`config.mk`:
```
export PLATFORM = sky130hd
export DESIGN_NAME = cpu_control
export DESIGN_NICKNAME = d
export VERILOG_FILES = /design/src/rtl/cpu_control.sv
export SDC_FILE = /design/constraint.sdc
export NUM_CORES = 1
export LEC_CHECK = 0
export BUFFER_PORTS_ARGS = -buffer_cell sky130_fd_sc_hd__buf_2
export CAP_MARGIN = 15
export CORE_MARGIN = 2
export CORE_UTILIZATION = 26
export DETAILED_ROUTE_END_ITERATION = 7
export PLACE_DENSITY = 0.5
export SLEW_MARGIN = 15
export SYNTH_ARGS = -nofsm -noshare
export SYNTH_HDL_FRONTEND = slang
export SYNTH_SLANG_ARGS = --single-unit
```
`constraint.sdc`:
```
create_clock -name clk -period 2.7 [get_ports clk]
set_input_delay 0.81 -clock clk [delete_from_list [all_inputs] [get_ports clk]]
set_output_delay 0.81 -clock clk [all_outputs]
set_load 0.05 [all_outputs]
```
`src/rtl/cpu_control.sv`:
```
// Multi-cycle control unit for a small 4-register accumulator-style CPU.
// Drives an external combinational ALU and fetches 12-bit instructions one at a time.
module cpu_control #(
    parameter int PC_W   = 8,
    parameter int DATA_W = 9
) (
    input  logic              clk,
    input  logic              reset_n,
    output logic              imem_req,
    output logic [PC_W-1:0]   imem_addr,
    input  logic              imem_valid,
    input  logic [11:0]       imem_data,
    output logic [3:0]        alu_op,
    output logic [DATA_W-1:0] alu_a,
    output logic [DATA_W-1:0] alu_b,
    input  logic [DATA_W-1:0] alu_result,
    output logic [PC_W-1:0]   pc,
    output logic              retire,
    output logic              illegal,
    output logic              halted,
    input  logic [1:0]        dbg_sel,
    output logic [DATA_W-1:0] dbg_data
);

    typedef enum logic [2:0] {
        S_FETCH     = 3'd0,
        S_DECODE    = 3'd1,
        S_EXECUTE   = 3'd2,
        S_WRITEBACK = 3'd3,
        S_HALTED    = 3'd4
    } state_t;

    localparam logic [3:0]        OP_NOP  = 4'b1011;
    localparam logic [3:0]        OP_HALT = 4'b1111;
    localparam logic [PC_W-1:0]   PC_ONE  = {{(PC_W-1){1'b0}}, 1'b1};
    localparam logic [DATA_W-1:0] D_ZERO  = {DATA_W{1'b0}};

    state_t            state_q;
    logic [PC_W-1:0]   pc_q;
    logic [11:0]       instr_q;
    logic [DATA_W-1:0] regs_q [4];
    logic [3:0]        alu_op_q;
    logic [DATA_W-1:0] alu_a_q;
    logic [DATA_W-1:0] alu_b_q;
    logic [DATA_W-1:0] result_q;
    logic              wr_q;
    logic              imem_req_q;
    logic              retire_q;
    logic              illegal_q;
    logic              halted_q;

    logic [3:0]        op_d;
    logic [DATA_W-1:0] alu_a_d;
    logic [DATA_W-1:0] alu_b_d;
    logic              wr_d;

    // Operand selection for the latched instruction; anything not a real ALU op becomes a NOP.
    always_comb begin
        op_d    = OP_NOP;
        alu_a_d = D_ZERO;
        alu_b_d = D_ZERO;
        wr_d    = 1'b0;
        case (instr_q[11:8])
            4'b0000, 4'b0001, 4'b0011, 4'b0111: begin
                op_d    = instr_q[11:8];
                alu_a_d = regs_q[instr_q[7:6]];
                alu_b_d = regs_q[instr_q[5:4]];
                wr_d    = 1'b1;
            end
            4'b0010, 4'b0100, 4'b0101, 4'b0110: begin
                op_d    = instr_q[11:8];
                alu_a_d = regs_q[instr_q[5:4]];
                wr_d    = 1'b1;
            end
            4'b1000, 4'b1001, 4'b1010: begin
                op_d    = instr_q[11:8];
                alu_a_d = regs_q[instr_q[7:6]];
                alu_b_d = {{(DATA_W-6){1'b0}}, instr_q[5:0]};
                wr_d    = 1'b1;
            end
            default: begin
                op_d    = OP_NOP;
                alu_a_d = D_ZERO;
                alu_b_d = D_ZERO;
                wr_d    = 1'b0;
            end
        endcase
    end

    // Instruction sequencer, register file and all registered outputs.
    always_ff @(posedge clk or negedge reset_n) begin
        if (!reset_n) begin
            state_q    <= S_FETCH;
            pc_q       <= {PC_W{1'b0}};
            instr_q    <= 12'h000;
            for (int i = 0; i < 4; i++) begin
                regs_q[i] <= D_ZERO;
            end
            alu_op_q   <= OP_NOP;
            alu_a_q    <= D_ZERO;
            alu_b_q    <= D_ZERO;
            result_q   <= D_ZERO;
            wr_q       <= 1'b0;
            imem_req_q <= 1'b0;
            retire_q   <= 1'b0;
            illegal_q  <= 1'b0;
            halted_q   <= 1'b0;
        end else begin
            retire_q  <= 1'b0;
            illegal_q <= 1'b0;
            case (state_q)
                S_FETCH: begin
                    // The first cycle out of reset only raises the request.
                    if (!imem_req_q) begin
                        imem_req_q <= 1'b1;
                    end else if (imem_valid) begin
                        instr_q    <= imem_data;
                        pc_q       <= pc_q + PC_ONE;
                        imem_req_q <= 1'b0;
                        illegal_q  <= (imem_data[11:10] == 2'b11) && (imem_data[9:8] != 2'b11);
                        state_q    <= S_DECODE;
                    end else begin
                        imem_req_q <= 1'b1;
                    end
                end
                S_DECODE: begin
                    alu_op_q <= op_d;
                    alu_a_q  <= alu_a_d;
                    alu_b_q  <= alu_b_d;
                    wr_q     <= wr_d;
                    if (instr_q[11:8] == OP_HALT) begin
                        halted_q <= 1'b1;
                        state_q  <= S_HALTED;
                    end else begin
                        state_q  <= S_EXECUTE;
                    end
                end
                S_EXECUTE: begin
                    result_q <= alu_result;
                    retire_q <= 1'b1;
                    state_q  <= S_WRITEBACK;
                end
                S_WRITEBACK: begin
                    if (wr_q) begin
                        regs_q[instr_q[7:6]] <= result_q;
                    end
                    imem_req_q <= 1'b1;
                    state_q    <= S_FETCH;
                end
                S_HALTED: begin
                    state_q <= S_HALTED;
                end
                default: begin
                    imem_req_q <= 1'b0;
                    state_q    <= S_FETCH;
                end
            endcase
        end
    end

    assign imem_req  = imem_req_q;
    assign imem_addr = pc_q;
    assign pc        = pc_q;
    assign alu_op    = alu_op_q;
    assign alu_a     = alu_a_q;
    assign alu_b     = alu_b_q;
    assign retire    = retire_q;
    assign illegal   = illegal_q;
    assign halted    = halted_q;
    assign dbg_data  = regs_q[dbg_sel];

endmodule

```
==> results.tsv, run 1 <==
metric	value	unit
outcome	complete, no violations	
ys_ff_latch	95	
rsz0062_at_grt	no	
place_hpwl	8190	um
ys_seq_area_share	51.7	%
worst_pin_slew	826	ps
setup_viol	0	
synth_top_area_share	50.0	%
yosysMostFrequentCell	dfrtp_1	
die-area	0.0188	sq mm
syn_area_per_cell	14.4	sq um
detail-route-antenna-nets	0	
skew	4.56	ps
fmax	0.381	GHz
wl_met1	5240	um
dr_wl_met3	509	um
clock_path_buffers	2	
async_reset_ff_share	100	%
wl_per_cell	18.2	um
root_buffer	clkbuf_16	
synth_area_leader_cell	dfrtp_1	
yosys_most_used_dff	dfrtp_1	
power.total	7.62	mW
fin_setup_tns	0	ps
p_leak	2.55	nW
row_count	48	
worstHoldPathType	in -> async	
yosys-top-cells-count	dfrtp_1, mux2_2, mux4_2, inv_1, nand2_1	
area_growth	19.6	%
cap_violations	0	
maxUsedRoutingLayer	met4	
slew_violations	0	
fin_crit_sh	97.2	%
die_y	137	um
viasPerCell	4.68	
grt_max_degree	40	
slew_headroom	44.9	%
ys_warn_count	0	
holdWs	415	ps
drtIter0Drc	135	
drive_gt1_share	47.7	%
synthCells	321	
cp.arrival	1820	ps
post_dp_cell_area	0.00523	sq mm
ios	77	
critPathMaxFanout	6	
synth_edf_count	0	
dieWidth	137	um
synth_cell_types	43	
cts-htree-levels	3	
powerDensity	1380	mW/mm^2
start_util	26.6	%
crit_type	in -> out	
syn_area	0.00461	sq mm
core	0.0173	sq mm
vias	2913	
num_antenna_cells	0	
ctsResizeCount	0	
worstPathRequired	1890	ps
grt_pass1_vias	2993	
yosys-top-cells-area	dfrtp_1, mux2_2, mux4_2, mux4_1, mux2_4	
final_area	0.00551	sq mm
dr_wl_met2	5500	um
r2r_cells	5	
finalCriticalPeriod	2630	ps
port_buffers	76	
cts_tree	done	
cts.reportedPaths.clkPinSlew	60	ps
cts_hold_buf	0	
nets	420	
worst_setup_path_start_kind	input port	
critPathCaptureType	output port	
synth_nets	348	
globalplace.congestion	0.764	
drt-total-wl	11400	um
grtUsageTotal	12.7	%
clk_latency	340	ps
drt_drc_violations_left	0	
grt.overflow.total	0	
hold_viol_final	0	
cts_buffers	9	
grt_first_pass_wirelength	17600	um
post_cts_buffers	0	
drt_first_pass_iters	4	
antenna_found_initial	0	
ir_worst_vdd	0.000630	V
clkSinkCount	95	
-- flip-flops by register name, summed over array words and instances, names as in the netlist, 3 cells and up --
register and cells:
alu_a 9, alu_b 9, alu_op 4, imem_addr 8, instr_q 12, regs_q 36
result_q 9, state_q 3
-- layer usage --
layer | vias to the layer above | global-route usage [%]
met5 | - | 0
met4 | 0 | 2.92
met3 | 7 | 3.93
met2 | 72 | 20.2
met1 | 1497 | 17.1
li1 | 1337 | -
-- critical path: stages --
cell and delay [ps]:
buf_2 140, buf_12 140, mux4_2 500, buf_2 230
-- cell usage in the layout (no fill, tap or decap), types with 3 or more instances in the layout --
cell	synthesis	final
buf_12	0	3
o2bb2ai_1	9	9
a222oi_1	4	4
inv_1	17	17
buf_2	7	75
mux2_4	9	9
clkbuf_16	0	9
mux4_2	21	21
xnor2_1	5	5
a22o_1	12	12
nor2_1	6	6
dfstp_2	3	3
buf_4	10	9
dfrtp_1	92	92
o21ai_0	8	8
mux2_2	46	46
nand2_1	17	17
a21oi_1	7	7
mux4_1	6	6
-- per-stage QoR --
stage	setup slack (ps)	util (%)	std cells
after floorplan	138	-	321
after global placement	69.1	30.3	607
after detailed placement	61.2	30.3	607
after CTS	61.2	31.9	623
after global routing	41.9	31.9	623
final	74.3	31.9	623
-- kinds of logic (layout without fill, tap and decap cells) --
family                     Yosys count  count (layout)  synth area share, %
xor gates and xnor gates             7               7                 1.33
adders and majority gates            1               1                0.271
buffers and inverters               43             120                 5.16
AOI/OAI and AO/OA                   47              47                 7.71
DFF                                 95              95                 51.7
and+or+nand+nor                     46              46                 6.00
muxes                               82              82                 27.9
-- path summary, 6_finish.rpt --
check / from / endpoint / slack, ps
max: dbg_sel[0] / dbg_data[5] / 70
max in group asynchronous: reset_n / regs_q[3]$_DFFE_PN0P_ / 1560
min in group clk: wr_q$_DFFE_PN0P_ / wr_q$_DFFE_PN0P_ / 480
min reg2reg: wr_q$_DFFE_PN0P_ / wr_q$_DFFE_PN0P_ / 480
min: reset_n / result_q[8]$_DFFE_PN0P_ / 420
max reg2reg: state_q[0]$_DFFE_PN0P_ / regs_q[18]$_DFFE_PN0P_ / 700
-- power by group --
part	switching [mW]	total [mW]	leakage (nW)	internal [mW]
combinational	2.05	3.56	1.22	1.51
sequential	0.780	2.86	1.20	2.08
clock	0.521	1.19	0.140	0.674
total	3.35	7.62	2.55	4.27
-- layout make-up --
cell class                 count  area, sq um
clock inverter                 3         18.8
fill                        1765        11800
tap                          225          282
inverter                      17         63.8
multi-input combinational    183         2000
timing repair buffer          87          503
sequential                    95         2380
clock buffer                  13          260
No activity file was read; power rests on OpenSTA's default activity.
==> run 2: changes to the inputs <==
Settings changed: CORE_UTILIZATION 26 to 30, GPL_TIMING_DRIVEN from default to 0, PLACE_DENSITY 0.5 to 0.55.
==> results.tsv, run 2 (synthesized netlist as in run 1, its figures left out) <==
metric	value	unit
cp.arrival	1830	ps
worst_setup_path_start_kind	input port	
finalCriticalPeriod	2640	ps
rsz0062_at_grt	no	
row_count	45	
cts_hold_buf	0	
drive_gt1_share	47.8	%
fmax	0.379	GHz
clkSinkCount	95	
final_cell_mix	dfrtp_1, buf_2, mux2_2, mux4_2	
die_y	128	um
hold_viol_final	0	
p_leak	2.60	nW
worst_pin_slew	636	ps
crit_slowest_cell	mux4_2	
skew	6.46	ps
clock_path_buffers	2	
cts-htree-levels	3	
place_hpwl	8010	um
top_regs	regs_q (36), instr_q (12)	
final_common_cell	dfrtp_1	
cp_slowest_stage_delay	570	ps
outcome	complete, no violations	
viasPerCell	4.93	
ctsResizeCount	2	
root_buffer	clkbuf_16	
drt_drc_violations_left	0	
grt_max_degree	61	
core	0.0151	sq mm
antenna_found_initial	0	
ios	77	
num_antenna_cells	0	
globalplace.congestion	0.769	
grt_first_pass_wirelength	17800	um
post_dp_cell_area	0.00525	sq mm
slew_violations	0	
dp_cells	584	
area_growth	19.9	%
dieWidth	128	um
grt.overflow.total	0	
post_cts_buffers	0	
cap_violations	0	
nets	434	
drt-total-wl	11100	um
grt_pass1_vias	3121	
fin_crit_sh	97.7	%
cts.reportedPaths.clkPinSlew	60	ps
clk_latency	340	ps
worstPathRequired	1890	ps
critPathCaptureType	output port	
grtUsageTotal	14.6	%
die-area	0.0164	sq mm
worstHoldPathType	in -> async	
largest_register_ff_count	36	
vias	2958	
crit_type	in -> out	
cts_buffers	9	
drtIter0Drc	199	
holdWs	363	ps
ir_worst_vdd	0.000583	V
final_cells	600	
largest-register	regs_q	
final_area	0.00552	sq mm
critical_path.cell_chain	buf_4, mux4_2, buf_2	
start_util	30.5	%
slew_headroom	57.6	%
powerDensity	1390	mW/mm^2
drt_first_pass_iters	4	
wl_per_cell	18.5	um
cts_tree	done	
setup_viol	0	
detail-route-antenna-nets	0	
port_buffers	74	
critPathMaxFanout	9	
==> run 2: path summary, 6_finish.rpt <==
kind                            slack, ps                 endpoint                   start  depth (start not counted)
max in group asynchronous            1680    alu_op[3]$_DFFE_PN1P_                 reset_n                          2
worst min register to register        460       halted$_DFFE_PN0P_      halted$_DFFE_PN0P_                          1
min in group clk                      460       halted$_DFFE_PN0P_      halted$_DFFE_PN0P_                          1
worst min-delay path                  360  result_q[6]$_DFFE_PN0P_                 reset_n                          1
worst max register to register        750   instr_q[7]$_DFFE_PN0P_  state_q[2]$_DFFE_PN0P_                          3
worst max-delay path                   60              dbg_data[2]              dbg_sel[0]                          3
==> run 2: layout make-up <==
cell class                 count  area [sq um]
buffer                        26           178
clock buffer                  15           268
clock inverter                 1          5.00
fill                        1478          9570
inverter                      17          63.8
multi-input combinational    183          1990
sequential                    95          2380
tap                          188           235
timing repair buffer          75           404
==> run 2: critical path, delay by kind of cell <==
| family | cells | cell delay (ps) |
|---|---|---|
| buffers and inverters | 2 | 450 |
| muxes | 1 | 570 |
==> run 2: routing by layer <==
layer	GRT usage, %	wire length, um	vias up
met5	0	0	-
met1	18.9	4840	1523
li1	-	-	1362
met3	2.92	407	9
met4	4.98	135	0
met2	24.4	5710	64
==> run 2: where the power goes <==
| group | internal, mW | total [mW] | switching, mW |
|---|---|---|---|
| Clock | 0.675 | 1.18 | 0.504 |
| Combinational | 1.60 | 3.84 | 2.24 |
| Sequential | 2.08 | 2.68 | 0.595 |
| Total | 4.36 | 7.70 | 3.34 |
==> run 2: metrics by stage <==
stage	util, %	setup TNS (ps)	setup WS (ps)	power [mW]
finish	36.6	0	60.8	7.70
CTS	36.6	0	57.4	7.80
global placement	34.6	-15380	-163	6.48
global route	36.6	0	41.1	8.21
detailed placement	34.8	-982	-136	6.60
floorplan	-	0	138	5.59
